$ cat src/rtl/fft_result_sink_if.sv
// Stream bundle between the FFT core output, the result sink, and the downstream consumer.
// The slave view belongs to the sink; the master view belongs to the FFT core and the consumer side.
interface fft_result_sink_if #(
    parameter int FFT_SIZE   = 16,
    parameter int DATA_WIDTH = 16
) ();
    logic                          fft_out_valid;
    logic [2*DATA_WIDTH-1:0]       fft_out_data;
    logic                          fft_out_ready;
    logic                          bin_valid;
    logic [$clog2(FFT_SIZE)-1:0]   bin_idx;
    logic [2*DATA_WIDTH:0]         bin_mag;
    logic                          bin_ready;

    modport master (
        output fft_out_valid, fft_out_data, bin_ready,
        input  fft_out_ready, bin_valid, bin_idx, bin_mag
    );

    modport slave (
        input  fft_out_valid, fft_out_data, bin_ready,
        output fft_out_ready, bin_valid, bin_idx, bin_mag
    );
endinterface

$ cat src/rtl/fft_result_sink.sv
// FFT output sink: collects one frame, streams |X|^2 per bin, and tracks the frame's peak bin.
// Optional collect-phase watchdog: define FFT_RESULT_SINK_TIMEOUT_EN (adds TIMEOUT_CYCLES and timeout_o).
module fft_result_sink #(
    parameter int FFT_SIZE   = 16,
    parameter int DATA_WIDTH = 16,
    parameter bit SKIP_DC    = 1'b1
`ifdef FFT_RESULT_SINK_TIMEOUT_EN
    ,
    parameter int TIMEOUT_CYCLES = 1024
`endif
) (
    input  logic                          clk_i,
    input  logic                          rst_ni,
    input  logic                          start_i,
    output logic                          read_ram_o,
    fft_result_sink_if.slave              bus,
    output logic [$clog2(FFT_SIZE)-1:0]   peak_idx_o,
    output logic [2*DATA_WIDTH:0]         peak_mag_o,
    output logic                          frame_done_o,
    output logic                          busy_o
`ifdef FFT_RESULT_SINK_TIMEOUT_EN
    ,
    output logic                          timeout_o
`endif
);
    localparam int IW = $clog2(FFT_SIZE);
    localparam int PW = 2 * DATA_WIDTH;
    localparam int MW = 2 * DATA_WIDTH + 1;
    localparam logic [IW-1:0] LAST_IDX = IW'(FFT_SIZE - 1);

    typedef enum logic [1:0] {
        S_IDLE    = 2'd0,
        S_COLLECT = 2'd1,
        S_DRAIN   = 2'd2,
        S_DONE    = 2'd3
    } state_t;

    state_t          state_q, state_d;
    logic [IW-1:0]   in_cnt_q, in_cnt_d;
    logic            bin_valid_q, bin_valid_d;
    logic [IW-1:0]   bin_idx_q, bin_idx_d;
    logic [MW-1:0]   bin_mag_q, bin_mag_d;
    logic [MW-1:0]   run_mag_q, run_mag_d;
    logic [IW-1:0]   run_idx_q, run_idx_d;
    logic [MW-1:0]   peak_mag_q, peak_mag_d;
    logic [IW-1:0]   peak_idx_q, peak_idx_d;

    logic            ready_s;
    logic            accept_s;
    logic            drain_done_s;
    logic            skip_s;
    logic            to_fire_s;
    logic [MW-1:0]   mag_s;

    // Squares are taken on sign-extended operands; even (-2^(DW-1))^2 stays positive in PW bits.
    function automatic logic [MW-1:0] mag_sq(input logic [PW-1:0] d);
        logic signed [PW-1:0] re_x;
        logic signed [PW-1:0] im_x;
        logic signed [PW-1:0] re_sq;
        logic signed [PW-1:0] im_sq;
        re_x  = {{DATA_WIDTH{d[PW-1]}}, d[PW-1:DATA_WIDTH]};
        im_x  = {{DATA_WIDTH{d[DATA_WIDTH-1]}}, d[DATA_WIDTH-1:0]};
        re_sq = re_x * re_x;
        im_sq = im_x * im_x;
        return {1'b0, re_sq} + {1'b0, im_sq};
    endfunction

    assign ready_s      = (state_q == S_COLLECT) && (!bin_valid_q || bus.bin_ready);
    assign accept_s     = ready_s && bus.fft_out_valid;
    assign drain_done_s = (state_q == S_DRAIN) && bin_valid_q && bus.bin_ready;
    assign skip_s       = SKIP_DC && (in_cnt_q == {IW{1'b0}});
    assign mag_s        = mag_sq(bus.fft_out_data);

`ifdef FFT_RESULT_SINK_TIMEOUT_EN
    localparam int TW = $clog2(TIMEOUT_CYCLES + 1);
    localparam logic [TW-1:0] TO_LAST = TW'(TIMEOUT_CYCLES - 1);

    logic [TW-1:0] to_cnt_q, to_cnt_d;
    logic          timeout_q;

    assign to_fire_s = (state_q == S_COLLECT) && !accept_s && (to_cnt_q == TO_LAST);

    // Idle-cycle counter, only running while waiting for input bins.
    always_comb begin
        to_cnt_d = {TW{1'b0}};
        if ((state_q == S_COLLECT) && !accept_s && !to_fire_s) begin
            to_cnt_d = to_cnt_q + TW'(1);
        end else begin
            to_cnt_d = {TW{1'b0}};
        end
    end

    // Watchdog counter and its one-cycle pulse.
    always_ff @(posedge clk_i or negedge rst_ni) begin
        if (!rst_ni) begin
            to_cnt_q  <= {TW{1'b0}};
            timeout_q <= 1'b0;
        end else begin
            to_cnt_q  <= to_cnt_d;
            timeout_q <= to_fire_s;
        end
    end

    assign timeout_o = timeout_q;
`else
    assign to_fire_s = 1'b0;
`endif

    // Frame sequencing.
    always_comb begin
        state_d = state_q;
        case (state_q)
            S_IDLE: begin
                if (start_i) state_d = S_COLLECT;
                else         state_d = S_IDLE;
            end
            S_COLLECT: begin
                if (to_fire_s)                               state_d = S_IDLE;
                else if (accept_s && (in_cnt_q == LAST_IDX)) state_d = S_DRAIN;
                else                                         state_d = S_COLLECT;
            end
            S_DRAIN: begin
                if (drain_done_s) state_d = S_DONE;
                else              state_d = S_DRAIN;
            end
            S_DONE:  state_d = S_IDLE;
            default: state_d = S_IDLE;
        endcase
    end

    // Bin counter, output register and peak tracking.
    always_comb begin
        in_cnt_d    = in_cnt_q;
        bin_valid_d = bin_valid_q;
        bin_idx_d   = bin_idx_q;
        bin_mag_d   = bin_mag_q;
        run_mag_d   = run_mag_q;
        run_idx_d   = run_idx_q;
        peak_mag_d  = peak_mag_q;
        peak_idx_d  = peak_idx_q;

        if ((state_q == S_IDLE) && start_i) begin
            in_cnt_d  = {IW{1'b0}};
            run_mag_d = {MW{1'b0}};
            run_idx_d = {IW{1'b0}};
        end else if (accept_s) begin
            in_cnt_d = in_cnt_q + IW'(1);
        end else begin
            in_cnt_d = in_cnt_q;
        end

        // A reload on the same edge as a consume keeps valid high.
        if (accept_s) begin
            bin_valid_d = 1'b1;
            bin_idx_d   = in_cnt_q;
            bin_mag_d   = mag_s;
        end else if (bus.bin_ready || to_fire_s) begin
            bin_valid_d = 1'b0;
        end else begin
            bin_valid_d = bin_valid_q;
        end

        // Strict compare keeps the lowest index on ties.
        if (accept_s && !skip_s && (mag_s > run_mag_q)) begin
            run_mag_d = mag_s;
            run_idx_d = in_cnt_q;
        end else begin
            run_mag_d = run_mag_d;
        end

        if (drain_done_s) begin
            peak_mag_d = run_mag_q;
            peak_idx_d = run_idx_q;
        end else begin
            peak_mag_d = peak_mag_q;
        end
    end

    // State and datapath registers.
    always_ff @(posedge clk_i or negedge rst_ni) begin
        if (!rst_ni) begin
            state_q     <= S_IDLE;
            in_cnt_q    <= {IW{1'b0}};
            bin_valid_q <= 1'b0;
            bin_idx_q   <= {IW{1'b0}};
            bin_mag_q   <= {MW{1'b0}};
            run_mag_q   <= {MW{1'b0}};
            run_idx_q   <= {IW{1'b0}};
            peak_mag_q  <= {MW{1'b0}};
            peak_idx_q  <= {IW{1'b0}};
        end else begin
            state_q     <= state_d;
            in_cnt_q    <= in_cnt_d;
            bin_valid_q <= bin_valid_d;
            bin_idx_q   <= bin_idx_d;
            bin_mag_q   <= bin_mag_d;
            run_mag_q   <= run_mag_d;
            run_idx_q   <= run_idx_d;
            peak_mag_q  <= peak_mag_d;
            peak_idx_q  <= peak_idx_d;
        end
    end

    assign read_ram_o        = (state_q == S_COLLECT);
    assign busy_o            = (state_q != S_IDLE);
    assign frame_done_o      = (state_q == S_DONE);
    assign bus.fft_out_ready = ready_s;
    assign bus.bin_valid     = bin_valid_q;
    assign bus.bin_idx       = bin_idx_q;
    assign bus.bin_mag       = bin_mag_q;
    assign peak_idx_o        = peak_idx_q;
    assign peak_mag_o        = peak_mag_q;

endmodule

$ cat src/flat_wrapper.sv
// flat-port wrapper written by rule: the top's interface ports become plain ports
module fft_result_sink_flat 
#(
    parameter int FFT_SIZE   = 16,
    parameter int DATA_WIDTH = 16,
    parameter bit SKIP_DC    = 1'b1

)
  (clk_i, rst_ni, start_i, read_ram_o, peak_idx_o, peak_mag_o, frame_done_o, busy_o, bus_fft_out_valid, bus_fft_out_data, bus_bin_ready, bus_fft_out_ready, bus_bin_valid, bus_bin_idx, bus_bin_mag);
  fft_result_sink_if #(.FFT_SIZE(FFT_SIZE), .DATA_WIDTH(DATA_WIDTH)) bus_i ();
  input  logic clk_i;
  input  logic rst_ni;
  input  logic start_i;
  output logic read_ram_o;
  output logic [$clog2(FFT_SIZE)-1:0] peak_idx_o;
  output logic [2*DATA_WIDTH:0] peak_mag_o;
  output logic frame_done_o;
  output logic busy_o;
  input wire logic [$bits(bus_i.fft_out_valid)-1:0] bus_fft_out_valid;
  input wire logic [$bits(bus_i.fft_out_data)-1:0] bus_fft_out_data;
  input wire logic [$bits(bus_i.bin_ready)-1:0] bus_bin_ready;
  output wire logic [$bits(bus_i.fft_out_ready)-1:0] bus_fft_out_ready;
  output wire logic [$bits(bus_i.bin_valid)-1:0] bus_bin_valid;
  output wire logic [$bits(bus_i.bin_idx)-1:0] bus_bin_idx;
  output wire logic [$bits(bus_i.bin_mag)-1:0] bus_bin_mag;
  assign bus_i.fft_out_valid = bus_fft_out_valid;
  assign bus_i.fft_out_data = bus_fft_out_data;
  assign bus_i.bin_ready = bus_bin_ready;
  assign bus_fft_out_ready = bus_i.fft_out_ready;
  assign bus_bin_valid = bus_i.bin_valid;
  assign bus_bin_idx = bus_i.bin_idx;
  assign bus_bin_mag = bus_i.bin_mag;
  fft_result_sink #(.FFT_SIZE(FFT_SIZE), .DATA_WIDTH(DATA_WIDTH), .SKIP_DC(SKIP_DC)) u_core (.clk_i(clk_i), .rst_ni(rst_ni), .start_i(start_i), .read_ram_o(read_ram_o), .bus(bus_i), .peak_idx_o(peak_idx_o), .peak_mag_o(peak_mag_o), .frame_done_o(frame_done_o), .busy_o(busy_o));
endmodule
$ cat config.mk
export PLATFORM = sky130hd
export DESIGN_NAME = fft_result_sink_flat
export DESIGN_NICKNAME = d
export VERILOG_FILES = /design/src/rtl/fft_result_sink_if.sv /design/src/rtl/fft_result_sink.sv /design/src/flat_wrapper.sv
export SDC_FILE = /design/constraint.sdc
export NUM_CORES = 1
export LEC_CHECK = 0
export ABC_AREA = 1
export ABC_CLOCK_PERIOD_IN_PS = 2000
export BUFFER_PORTS_ARGS = -buffer_cell sky130_fd_sc_hd__buf_2
export CAP_MARGIN = 0
export CORE_UTILIZATION = 41
export DETAILED_ROUTE_END_ITERATION = 8
export GPL_TIMING_DRIVEN = 0
export HOLD_SLACK_MARGIN = 0.12
export SETUP_SLACK_MARGIN = 0.05
export SYNTH_ARGS = -nofsm -noshare
export SYNTH_HDL_FRONTEND = slang
export SYNTH_SLANG_ARGS = --single-unit
$ cat constraint.sdc
create_clock -name clk_i -period 2 [get_ports clk_i]
set_input_delay 0.1 -clock clk_i [delete_from_list [all_inputs] [get_ports clk_i]]
set_output_delay 0.1 -clock clk_i [all_outputs]
set_load 0.02 [all_outputs]
==> results.tsv <==
stage	metric	value	unit
critical_path	Req. time, crit path	2290	ps
global_routing	first-pass GRT wire length	121	mm
critical_path	CP Class	in2reg	
route	drt drc	0	
clock_network	CTS root buf	clkbuf_16	
yosys	top post-synthesis cells by area	fa_1 35%, inv_1 14%, nand2_1 12%, ha_1 11%, dfrtp_1 11%	
timing	unrepaired setup endpoints after global routing	yes	
worst_hold_path	Hold EP	u_core.in_cnt_q[1]$_DFFE_PN0P_	
yosys	Yosys reg bits	118	
yosys	Yosys top cell by area	fa_1	
yosys	Yosys cell types	44	
route	Total Wirelength	75.6	mm
global_routing	initial antenna violation count	0	
critical_path	worst setup path startpoint	bus_fft_out_data[27]	
critical_path	reg2reg setup slack	-120	ps
floorplan	starting density of the core	41.8	%
timing	Max Slew Vio Count	0	
yosys	post-synthesis sequential area ratio	11.1	%
timing	Final period util	371	%
critical_path	crit-path max FO	10	
timing	max frequency	135	MHz
worst_hold_path	Worst Hold Class	in2reg	
yosys	Post-synth EDFFs	0	
floorplan	chip width	257	um
clock_network	CTS tree	done	
placement	port bufs	99	
yosys	Mapped Area	26600	um2
cells_and_area	Synth-to-Final Area Change	36.0	%
yosys	Mapped Avg Cell Area	7.71	um2
route	vias per inst	4.88	
critical_path	R2R cell count	14	
critical_path	r2r startpoint	u_core.run_mag_q[11]$_DFFE_PN0P_	
yosys	Top FF cell, synth	dfrtp_1	
route	drt wl/cell	16.3	um
global_routing	vias in the first global route	23446	
yosys	Yosys top cell area share	35.5	%
yosys	Ys Warns	0	
timing	Slew HR	46.3	%
floorplan	Cell Rows	92	
placement	gpl congestion	0.932	
floorplan	Core Footprint	63500	um2
flow_run	max-cap violations	0	
route	routed vias	22566	
cells_and_area	Final Util	56.9	%
clock_network	Clock Latency Late Sink	410	ps
placement	pre-CTS WS	-6430	ps
global_routing	Overflow after GRT	0	
timing	clock skew	9.75	ps
worst_hold_path	Hold Path Stages	4	
critical_path	Worst setup SP type	input port	
yosys	net count after synthesis	4195	
critical_path	reg2reg end	u_core.run_mag_q[3]$_DFFE_PN0P_	
timing	Hold Fails Final Rpt	0	
floorplan	full die area	65800	um2
timing	Slew @ Worst Pin	805	ps
clock_network	CTS buffer count	17	
timing	Final min period	7420	ps
yosys	Post-Synthesis Cells	3445	
status	failing checks	negative setup slack	
timing	final setup fails	66	
critical_path	family with the most delay on the worst path	adder cells	
timing	final worst setup slack	-5420	ps
route	DR iter-0 viols	1305	
global_routing	gr usage total	22.9	%
critical_path	Worst Path Buf+Inv	12	
clock_network	clock sink count	118	
route	Pre-antenna DRT Iters	8	
yosys	ys async rst share	100	%
cells_and_area	Inserted Diodes	0	
cells_and_area	layout cells sized above 1	30.9	%
global_routing	pin count of the biggest net entering global routing	63	
critical_path	Most common cell on crit path	nand2_4	
clock_network	Reg clk slew, reported paths	60	ps
critical_path	Crit path arrival time	7700	ps
worst_hold_path	Worst Min Path Start	start_i	
critical_path	slowest CP cell	fa_1	
critical_path	critical path's largest stage delay	590	ps
cells_and_area	Layout Nets	4517	
clock_network	H-tree level count	4	
status	status	finished, violations left	
placement	DPL Wire Length	60.2	mm
floorplan	Ports	116	
clock_network	Max clock buf depth	2	
floorplan	Die Ht	257	um
critical_path	CP Capture Type	flop	
route	Post-DRT Antenna Nets	0	
## worst register-to-register path, stage by stage, from the launching register on
cell and delay (ps):
dfrtp_1 350, inv_1 70, ha_1 360, nand2_1 100, nor2_1 110, nand3_1 140, inv_1 80, nand2_1 50
nand2_1 80, nand2_1 70, nand3_2 130, nand2_4 130, buf_8 170, nand3_1 90, nand2_1 70
## flip-flops by register name, indices dropped and copies added, names as in the netlist, named ones only
name                  cells
u_core.bus.bin_idx        4
u_core.bus.bin_mag       33
u_core.bus.bin_valid      1
u_core.in_cnt_q           4
u_core.peak_idx_o         4
u_core.peak_mag_o        33
u_core.run_idx_q          4
u_core.run_mag_q         33
u_core.state_q            1
## repair_timing
item,CTS,global route
pin swaps,105,197
setup buffers,119,78
gates resized for setup,395,404
cloned,4,3
hold buffers,2,0
endpoints found under the hold margin,57,0
endpoints found under the setup margin,66,68
## synthesized netlist by cell type, drive strengths merged (4+ instances only)
master	instances
and2	4
o21ai	84
inv	960
ha	242
and3	5
or2	9
clkbuf	78
xor2	68
fa	471
nor3	29
nor2	149
o21bai	20
nand3	145
nand4	29
buf	16
a21o	17
xnor2	22
a31oi	7
mux2	5
nand2	845
a21oi	104
dfrtp	118
## metal layers
metal	part of all wire (%)	vias to the layer above	track usage, %
met3	3.6	124	1.51
li1	-	10754	-
met1	44	11153	31.2
met2	50	535	39.4
met4	2.6	0	6.04
met5	0	-	0
## how the worst max path moves through the flow
stage / endpoint / cells past startpoint / slack [ps]
global route: u_core.run_mag_q[18]$_DFFE_PN0P_ / 42 / -5720
finish: u_core.run_mag_q[3]$_DFFE_PN0P_ / 47 / -5420
detailed placement: u_core.run_mag_q[4]$_DFFE_PN0P_ / 41 / -6430
global placement: u_core.run_mag_q[10]$_DFFE_PN0P_ / 39 / -6410
floorplan: u_core.run_mag_q[5]$_DFFE_PN0P_ / 38 / -5040
CTS: u_core.run_mag_q[18]$_DFFE_PN0P_ / 41 / -5270
## kinds of logic (layout without fill, tap and decap cells)
family / after synthesis / in the layout / share of synthesized area [%]
fa+ha+maj: 713 / 713 / 46.9
flops: 118 / 118 / 11.1
simple gates: 1220 / 1220 / 18.6
xor+xnor: 90 / 90 / 2.99
mux: 5 / 5 / 0.212
buf+inv: 1057 / 1392 / 15.1
compound gates: 242 / 242 / 5.07
## layout make-up
type / instances / area [um2]
clock buffer: 20 / 457
clock inverter: 12 / 176
multi-input combinational: 2270 / 24000
timing repair buffer: 304 / 2460
fill: 5581 / 27400
tap: 846 / 1060
inverter: 963 / 3660
sequential: 118 / 2950
buffer: 93 / 1400
## cells in the final DEF (no fill, tap or decap), types with 90 or more instances in the layout
cell and n:
inv_1 861, nand2_1 609, fa_1 444, buf_4 157
nand2_2 148, ha_1 143, dfrtp_1 118, nand3_1 97
ha_4 95, buf_2 90
## stage by stage
step	hold WS, ps	std cells	cell area (um2)	setup TNS, ps
2_1_floorplan	-196	3445	28700	-281400
3_3_place_gp	328	4390	30300	-442910
3_5_place_dp	106	4391	30300	-362840
4_1_cts	150	4547	33800	-297210
5_1_grt	170	4626	36100	-320330
6_report	152	4626	36100	-302690
Power is not shown: default switching activity piles up to over one toggle a cycle in this logic, so the estimate is an artifact.
